`src/rtl/disp2_pkg.sv`:
```
// Shared definitions for the disp2 two-lane device: default widths, lane ids
// and a small helper for round-robin lane selection.
package disp2_pkg;

  localparam int DISP2_DATA_W    = 8;
  localparam int DISP2_MAX_BURST = 4;

  // Lane identifiers; the value doubles as the src_out tag bit.
  typedef enum logic {
    LANE1 = 1'b0,
    LANE2 = 1'b1
  } lane_t;

  // The lane that is not l.
  function automatic lane_t lane_other(input lane_t l);
    return (l == LANE1) ? LANE2 : LANE1;
  endfunction

endpackage

```
`src/rtl/disp2_skid_q.sv`:
```
// Two-entry FIFO holding merged bytes with their lane tag. Head is shown
// combinationally so the output stays stable while the consumer stalls.
module disp2_skid_q #(
  parameter int W = 9
) (
  input  logic         clk,
  input  logic         reset,
  input  logic         push,
  input  logic [W-1:0] push_data,
  input  logic         pop,
  output logic [W-1:0] head,
  output logic [1:0]   occ
);

  logic [W-1:0] mem [2];
  logic         wr_ptr;
  logic         rd_ptr;
  logic [1:0]   count;
  logic         do_push;
  logic         do_pop;

  // A pop frees a slot in the same cycle, so push into a full queue is
  // accepted only when it coincides with a pop.
  assign do_pop  = pop && (count != 2'd0);
  assign do_push = push && ((count != 2'd2) || do_pop);

  // Storage, pointers and occupancy; contents clear on reset so the head
  // reads as zero while the queue is empty after reset.
  always_ff @(posedge clk or negedge reset) begin
    if (!reset) begin
      mem[0] <= '0;
      mem[1] <= '0;
      wr_ptr <= 1'b0;
      rd_ptr <= 1'b0;
      count  <= 2'd0;
    end else begin
      if (do_push) begin
        mem[wr_ptr] <= push_data;
        wr_ptr      <= ~wr_ptr;
      end
      if (do_pop) begin
        rd_ptr <= ~rd_ptr;
      end
      count <= count + {1'b0, do_push} - {1'b0, do_pop};
    end
  end

  assign head = mem[rd_ptr];
  assign occ  = count;

endmodule

```
`src/rtl/disp2_drain_arbiter.sv`:
```
// Drains the two disp2 lane FIFOs onto one tagged byte stream. Reads are
// issued combinationally against the current queue state, the lane byte is
// captured one cycle later into a 2-entry skid queue, and per-lane counters
// track bytes accepted downstream.
module disp2_drain_arbiter
  import disp2_pkg::*;
#(
  parameter int DATA_W    = DISP2_DATA_W,
  parameter int RD_LAT    = 1,
  parameter int MAX_BURST = DISP2_MAX_BURST,
  parameter int CNT_W     = 16
) (
  input  logic              clk,
  input  logic              reset,
  input  logic [DATA_W-1:0] out1,
  input  logic [DATA_W-1:0] out2,
  input  logic              empty_f1,
  input  logic              empty_f2,
  input  logic              almost_full_f1,
  input  logic              almost_full_f2,
  output logic              read_f1,
  output logic              read_f2,
  input  logic              ready_out,
  output logic              valid_out,
  output logic [DATA_W-1:0] data_out,
  output logic              src_out,
  output logic [CNT_W-1:0]  cnt_f1,
  output logic [CNT_W-1:0]  cnt_f2
);

  localparam int BURST_W = $clog2(MAX_BURST + 1);

  // The capture stage assumes lane data is valid exactly one cycle after the
  // read pulse.
  if (RD_LAT != 1) begin : g_rd_lat_check
    $error("disp2_drain_arbiter supports RD_LAT = 1 only");
  end

  logic               inflight;
  lane_t              inflight_lane;
  lane_t              last_grant;
  lane_t              other_lane;
  lane_t              grant_lane;
  logic               grant_valid;
  logic [BURST_W-1:0] burst_cnt;
  logic               elig1;
  logic               elig2;
  logic               other_elig;
  logic               burst_hit;
  logic               capacity_ok;
  logic [2:0]         pending;
  logic [1:0]         occ;
  logic [DATA_W:0]    head;
  logic [DATA_W:0]    push_data;
  logic               pop;
  logic [1:0][CNT_W-1:0] cnt_bus;

  assign elig1      = !empty_f1;
  assign elig2      = !empty_f2;
  assign other_lane = lane_other(last_grant);
  assign other_elig = (other_lane == LANE1) ? elig1 : elig2;
  assign burst_hit  = (burst_cnt >= BURST_W'(MAX_BURST)) && other_elig;

  // Bytes already committed to the queue (stored or in flight) after this
  // cycle's pop; a new read is allowed only if it will still fit.
  assign pop         = valid_out && ready_out;
  assign pending     = {1'b0, occ} + {2'b00, inflight} - {2'b00, pop};
  assign capacity_ok = (pending < 3'd2);

  // Grant selection: burst limit first, then a single eligible lane, then
  // urgency of a lone almost-full lane, otherwise alternate lanes.
  always_comb begin
    grant_valid = 1'b0;
    grant_lane  = LANE1;
    if (reset && capacity_ok && (elig1 || elig2)) begin
      grant_valid = 1'b1;
      if (burst_hit) begin
        grant_lane = other_lane;
      end else if (!elig2) begin
        grant_lane = LANE1;
      end else if (!elig1) begin
        grant_lane = LANE2;
      end else if (almost_full_f1 && !almost_full_f2) begin
        grant_lane = LANE1;
      end else if (almost_full_f2 && !almost_full_f1) begin
        grant_lane = LANE2;
      end else begin
        grant_lane = other_lane;
      end
    end
  end

  assign read_f1 = grant_valid && (grant_lane == LANE1);
  assign read_f2 = grant_valid && (grant_lane == LANE2);

  // Arbitration history: in-flight read, last winner and its run length
  // (saturating, since only the limit crossing matters).
  always_ff @(posedge clk or negedge reset) begin
    if (!reset) begin
      inflight      <= 1'b0;
      inflight_lane <= LANE1;
      last_grant    <= LANE2;
      burst_cnt     <= '0;
    end else begin
      inflight      <= grant_valid;
      inflight_lane <= grant_lane;
      if (grant_valid) begin
        last_grant <= grant_lane;
        if (grant_lane != last_grant) begin
          burst_cnt <= BURST_W'(1);
        end else if (burst_cnt < BURST_W'(MAX_BURST)) begin
          burst_cnt <= burst_cnt + BURST_W'(1);
        end
      end
    end
  end

  // Byte returned by the lane read last cycle, tagged with its lane.
  assign push_data = {inflight_lane, (inflight_lane == LANE2) ? out2 : out1};

  disp2_skid_q #(
    .W (DATA_W + 1)
  ) u_skid_q (
    .clk       (clk),
    .reset     (reset),
    .push      (inflight),
    .push_data (push_data),
    .pop       (pop),
    .head      (head),
    .occ       (occ)
  );

  assign valid_out = (occ != 2'd0);
  assign data_out  = head[DATA_W-1:0];
  assign src_out   = head[DATA_W];

  for (genvar gi = 0; gi < 2; gi++) begin : g_cnt
    localparam logic LANE_TAG = (gi == 0) ? 1'b0 : 1'b1;
    logic [CNT_W-1:0] count;

    // Bytes from this lane accepted downstream, wrapping naturally.
    always_ff @(posedge clk or negedge reset) begin
      if (!reset) begin
        count <= '0;
      end else if (pop && (src_out == LANE_TAG)) begin
        count <= count + CNT_W'(1);
      end
    end

    assign cnt_bus[gi] = count;
  end

  assign cnt_f1 = cnt_bus[0];
  assign cnt_f2 = cnt_bus[1];

endmodule

```
`config.mk`:
```
export PLATFORM = sky130hd
export DESIGN_NAME = disp2_drain_arbiter
export DESIGN_NICKNAME = d
export VERILOG_FILES = /design/src/rtl/disp2_pkg.sv /design/src/rtl/disp2_skid_q.sv /design/src/rtl/disp2_drain_arbiter.sv
export SDC_FILE = /design/constraint.sdc
export NUM_CORES = 1
export LEC_CHECK = 0
export CAP_MARGIN = 10
export CORE_MARGIN = 2
export CORE_UTILIZATION = 30
export CTS_CLUSTER_DIAMETER = 50
export DETAILED_ROUTE_END_ITERATION = 16
export MAX_ROUTING_LAYER = met4
export SLEW_MARGIN = 20
export SYNTH_ARGS = -nofsm -noshare
export SYNTH_HDL_FRONTEND = slang
export SYNTH_SLANG_ARGS = --single-unit
```
`constraint.sdc`:
```
create_clock -name clk -period 8.1 [get_ports clk]
set_clock_uncertainty 0.05 [all_clocks]
set_input_delay 0.81 -clock clk [delete_from_list [all_inputs] [get_ports clk]]
set_output_delay 0.81 -clock clk [all_outputs]
set_load 0.05 [all_outputs]
```
==> results of run 1 <==
## Yosys cell counts (2+ instances only)
cell type	count
dfrtp_1	59
mux2_2	36
xnor2_1	23
nand2_1	13
nand3_1	13
inv_1	12
xor2_1	11
nand4_1	8
ha_1	7
nor2_1	6
and3_1	5
nor3_1	5
o21ai_0	4
a21oi_1	2
and4_1	2
nor4_4	2
o31ai_1	2
## sequential cells by signal, summed over array words and instances, names as in the netlist, 2 cells and up
name / count
cnt_f2: 16
burst_cnt: 3
u_skid_q.occ: 2
u_skid_q.mem: 18
cnt_f1: 16
## report_power, final
part / switching, mW / internal, mW / total (mW)
Combinational: 0.346 / 0.248 / 0.594
Sequential: 0.0865 / 0.388 / 0.475
Clock: 0.108 / 0.114 / 0.222
## critical path, stage by stage
cell	delay (ns)
clkdlybuf4s50_1	0.45
o21ai_2	0.26
inv_1	0.17
ha_1	0.30
inv_1	0.08
nand2_1	0.07
fa_1	0.37
xnor2_1	0.14
nand4_1	0.29
nor3_1	0.34
clkdlybuf4s50_1	0.84
## kinds of logic (layout without fill, tap and decap cells)
| family | after synthesis | in the layout | share of synthesized area [%] |
|---|---|---|---|
| flip-flops | 60 | 60 | 52.6 |
| AND/OR/NAND/NOR | 60 | 60 | 12.2 |
| multiplexers | 37 | 37 | 15.0 |
| XOR/XNOR | 34 | 34 | 10.4 |
| AO/OA/AOI/OAI | 16 | 16 | 3.85 |
| buffers and inverters | 15 | 94 | 2.23 |
| adder cells (fa/ha/maj) | 8 | 8 | 3.76 |
## path summary, 6_finish.rpt
check,end,cells past startpoint
worst max-delay path,read_f2,11
worst min-delay path,cnt_f1[15]$_DFFE_PN0P_,1
worst max register to register,burst_cnt[1]$_DFFE_PN0P_,10
worst min register to register,cnt_f1[15]$_DFFE_PN0P_,1
max in group asynchronous,u_skid_q.mem[5]$_DFFE_PN0P_,2
min in group asynchronous,burst_cnt[2]$_DFFE_PN0P_,2
## stage by stage
step	util [%]	worst slack (ns)	hold WS, ns	cells	instance area, um^2
6_report	41.4	3.11	0.420	438	3820
5_1_grt	41.4	2.82	0.463	438	3820
4_1_cts	41.4	3.08	0.426	438	3820
3_5_place_dp	39.7	3.08	0.416	424	3670
3_3_place_gp	39.7	3.16	0.413	424	3670
2_1_floorplan	-	3.77	0.424	230	2860
## layer usage
| metal | global-route usage, % | vias up | wire (um) |
|---|---|---|---|
| met5 | - | - | 0 |
| met1 | 15.7 | 973 | 2780 |
| met3 | 2.90 | 10 | 233 |
| li1 | - | 955 | - |
| met4 | 5.93 | 0 | 122 |
| met2 | 18.5 | 39 | 2680 |
## layout make-up
type	instances	area [um^2]
Tap cell	129	161
Inverter	13	48.8
Sequential cell	60	1500
Multi-Input combinational cell	155	1290
Clock buffer	11	141
Clock inverter	3	15.0
Fill cell	887	5420
Timing Repair Buffer	67	663
==> out/summary.txt, run 1 <==
endpoints failing setup: 0
I/O pin count: 67
Clock Pin Slew Worst Setup and Hold Paths: 0.06 ns
Mapped Nets: 261
Post-Synthesis Cell Area: 2860 um^2
Initial Util: 30.9%
post-synthesis area per instance: 12.4 um^2
Crit. Startpoint: ready_out
commonest non-fill, non-tap cell in the layout: clkdlybuf4s50_1
largest net degree at the start of global routing: 62
Placer Congestion: 0.802
Area contributors post-synth: dfrtp_1 52%, mux2_2 14%, xnor2_1 7.0%, xor2_1 3.4%, ha_1 3.1%
initial antenna violation count: 0
critical path data required time: 7.24 ns
max-slew violation count: 0
CTS hold repair buffers: 0
Final ANT Viol Nets: 0
DRC viols: 0
clk root buf: clkbuf_8
core area: 9240 um^2
WP data arrival: 4.13 ns
clk_lat worst skew: 0.33 ns
first-pass GRT wire length: 9.49 mm
Site Rows: 35
Syn-to-layout area delta: 33.8%
final hold vios: 0
per-cell routed wire length: 13.3 um
ANT cells: 0
Synth Warn #: 0
reg2reg setup slack: 5.05 ns
prevailing post-synth register cell: dfrtp_1
flops & latches, synth: 60
nets: 337
Rel. slew slack: 48.5%
GRT Total Usage: 12.3%
Critical Path Start Type: primary input
Tot Pwr: 1.29 mW
Leak Pwr: 1.65 nW
Post-Syn Instances: 230
die span in y: 102 um
Tcrit/Tclk final: 61.6%
Die ar.: 10300 um^2
post-layout min period: 4.99 ns
vias per inst: 4.51
CTS tree: built
Crit Path Class: in -> out
post-cts resize count: 0
drt pass-1 iters: 4
pwr/cell area: 338 nW/um^2
register area share after synthesis: 52.6%
vias: 1977
DR iter-0 viols: 25
Post-DP HPWL: 4.14 mm
Worst R2R Start: u_skid_q.occ[1]$_DFF_PN0_
setup_tns: 0 ns
outcome: finished clean
leading area contributor after synthesis: dfrtp_1
clock sinks: 60
Max Cap Viol: 0
Synth top area share: 51.6%
Netlist cell types: 37
overflow left after global routing: 0
RSZ-0062 raised after global routing: no
Num CTS Buffers: 9
count of flip-flops with a built-in enable after synthesis: 0
Clock Path Buffers: 2
layout cell share with drive strength beyond 1: 19.7%
most frequent cells in the layout: 65 x clkdlybuf4s50_1, 59 x dfrtp_1, 36 x mux2_2, 23 x xnor2_1
Slew @ Worst Pin: 0.773 ns
Post-synth ARST share: 100%
peak supply drop: 0.122 mV
worst hold path class: reg -> reg
CTS H-tree depth: 3
number of global-route vias before repair: 1966
WL final: 5.81 mm
Fmax: 200 MHz
hold_sp: cnt_f1[15]$_DFFE_PN0P_
post-CTS setup buffer count: 0
Setup crit end kind: primary output
I/O Buffers: 66
Worst Path Max Fanout: 10
Die W: 102 um
Note: power is estimated with default switching activity, not from simulation.
==> run 2: changes to the inputs <==
- clock period: 8.1 -> 4.2 ns (I/O delays scaled with it)
==> run 2 against run 1 <==
Effect of this change:
- register-to-register slack got worse by 3.9 ns
- combinational power rose by 94%
- clock power rose by 110%
- setup slack got worse by 2.8 ns
- first-iteration DRC count rose to 2.5 times the previous value
- non-clock buffer count did not move
- utilization rose by 0.35 points
- sequential power rose by 93%
- final cell count rose by 0.23%
- flip-flop and latch count did not move
- via count rose by 0.91%
- global-route usage rose by 0.19 points
- critical path type is now reg -> out
==> out/summary.txt, run 2 (synthesis gave the netlist of run 1 again) <==
Top cell by count, worst path: inv_1
max reg flops: 18 (unchanged)
CTS tree: built (unchanged)
CP max stage delay: 0.53 ns (was 0.84 ns)
Placer Congestion: 0.802 (about the same)
number of global-route vias before repair: 2016 (was 1966)
Area after DPL: 3690 um^2 (was 3670 um^2)
Final ANT Viol Nets: 0 (unchanged)
most frequent cells in the layout: 63 x clkdlybuf4s50_1, 59 x dfrtp_1, 36 x mux2_2, 23 x xnor2_1 (was 65 x clkdlybuf4s50_1, 59 x dfrtp_1, 36 x mux2_2, 23 x xnor2_1)
Rel. slew slack: 50.6% (was 48.5%)
initial antenna violation count: 0 (unchanged)
Crit Path Class: reg -> out (was in -> out)
Post-DP HPWL: 4.22 mm (was 4.14 mm)
Die W: 102 um (unchanged)
critical path data required time: 3.73 ns (was 7.24 ns)
largest net degree at the start of global routing: 61 (was 62)
drt pass-1 iters: 4 (unchanged)
layout cell share with drive strength beyond 1: 20.3% (was 19.7%)
ANT cells: 0 (unchanged)
Initial Util: 30.9% (unchanged)
vias: 1995 (was 1977)
outcome: finished clean (unchanged)
core area: 9240 um^2 (unchanged)
Clock Pin Slew Worst Setup and Hold Paths: 0.06 ns (about the same)
WP data arrival: 3.39 ns (was 4.13 ns)
clk root buf: clkbuf_8 (unchanged)
Critical Path Start Type: flip-flop (was primary input)
Setup crit end kind: primary output (unchanged)
post-layout min period: 3.86 ns
Tcrit/Tclk final: 91.8%
overflow left after global routing: 0 (unchanged)
Leak Pwr: 1.66 nW (was 1.65 nW)
Max Cap Viol: 0 (unchanged)
I/O Buffers: 66 (unchanged)
Die ar.: 10300 um^2 (unchanged)
peak supply drop: 0.297 mV (was 0.122 mV)
endpoints failing setup: 0 (unchanged)
per-cell routed wire length: 13.4 um (was 13.3 um)
CTS hold repair buffers: 0 (unchanged)
Syn-to-layout area delta: 34.9% (was 33.8%)
Clock Path Buffers: 2 (unchanged)
clock sinks: 60 (unchanged)
commonest non-fill, non-tap cell in the layout: clkdlybuf4s50_1 (unchanged)
reg2reg setup slack: 1.14 ns (was 5.05 ns)
Final Instance Area: 3860 um^2 (was 3820 um^2)
pwr/cell area: 655 nW/um^2 (was 338 nW/um^2)
Crit-path slowest cell: o21ai_2 (was clkdlybuf4s50_1)
Site Rows: 35 (unchanged)
Reg2Reg Depth: 9 (was 10)
worst hold path class: in -> async (was reg -> reg)
post-cts resize count: 0 (unchanged)
max-slew violation count: 0 (unchanged)
GRT Total Usage: 12.5% (was 12.3%)
first-pass GRT wire length: 9.60 mm (was 9.49 mm)
Num CTS Buffers: 9 (unchanged)
die span in y: 102 um (unchanged)
WL final: 5.87 mm (was 5.81 mm)
Worst Path Max Fanout: 10 (unchanged)
DRC viols: 0 (unchanged)
I/O pin count: 67 (unchanged)
Slew @ Worst Pin: 0.741 ns (was 0.773 ns)
final hold vios: 0 (unchanged)
crit path cell chain: o21ai_2, inv_1, ha_1, inv_1, nand2_1, fa_1, xnor2_1, nand4_1, nor3_1, buf_12 (was clkdlybuf4s50_1, o21ai_2, inv_1, ha_1, inv_1, nand2_1, fa_1, xnor2_1, nand4_1, nor3_1, clkdlybuf4s50_1)
nets: 337 (unchanged)
RSZ-0062 raised after global routing: no (unchanged)
clk_lat worst skew: 0.33 ns (about the same)
post-CTS setup buffer count: 0 (unchanged)
vias per inst: 4.54 (was 4.51)
DR iter-0 viols: 63 (was 25)
Fmax: 259 MHz
Biggest register: u_skid_q.mem (unchanged)
CTS H-tree depth: 3 (unchanged)
setup_tns: 0 ns (unchanged)
-- run 2: stage by stage --
step	cells	power [mW]	hold slack (ns)	setup WS (ns)	util [%]
2_1_floorplan	230	1.74	0.0744	0.399	-
3_3_place_gp	424	2.08	0.413	0.546	39.9
3_5_place_dp	424	2.09	0.415	0.479	39.9
4_1_cts	439	2.56	0.261	0.276	41.7
5_1_grt	439	2.69	0.312	0.0941	41.7
6_report	439	2.53	0.239	0.345	41.7
-- run 2: path summary, 6_finish.rpt --
kind,end,from
max in group asynchronous,cnt_f2[14]$_DFFE_PN0P_,reset
worst max-delay path,read_f2,u_skid_q.occ[1]$_DFF_PN0_
worst max register to register,inflight_lane$_DFF_PN0_,u_skid_q.occ[1]$_DFF_PN0_
worst min register to register,cnt_f1[15]$_DFFE_PN0P_,cnt_f1[15]$_DFFE_PN0P_
min in group clk,cnt_f1[15]$_DFFE_PN0P_,cnt_f1[15]$_DFFE_PN0P_
worst min-delay path,inflight$_DFF_PN0_,reset
-- run 2: cell type report --
| class | count | area [um^2] |
|---|---|---|
| clock inverter | 2 | 10.0 |
| clock buffer | 13 | 159 |
| timing repair buffer | 67 | 683 |
| sequential | 60 | 1500 |
| inverter | 13 | 48.8 |
| fill | 882 | 5380 |
| tap | 129 | 161 |
| multi-input combinational | 155 | 1290 |
-- run 2: power breakdown --
part           switching [mW]  leakage [nW]  total, mW  internal [mW]
sequential              0.168         0.777      0.917          0.748
clock                   0.214        0.0893      0.456          0.242
combinational           0.664         0.798       1.15          0.489
total                    1.05          1.66       2.53           1.48
-- run 2: layer usage --
layer	GRT usage, %	wire length (um)
met1	15.0	2760
met2	19.5	2820
met3	3.59	217
met4	5.61	72
met5	-	0
-- run 2: critical path: cells and delay by family, from the launching register on --
kind / cells / cell delay [ns]
AOI/OAI and AO/OA: 1 / 0.53
DFF: 1 / 0.44
adders and majority gates: 2 / 0.68
buffers and inverters: 3 / 0.44
and+or+nand+nor: 3 / 0.82
xor gates and xnor gates: 1 / 0.14
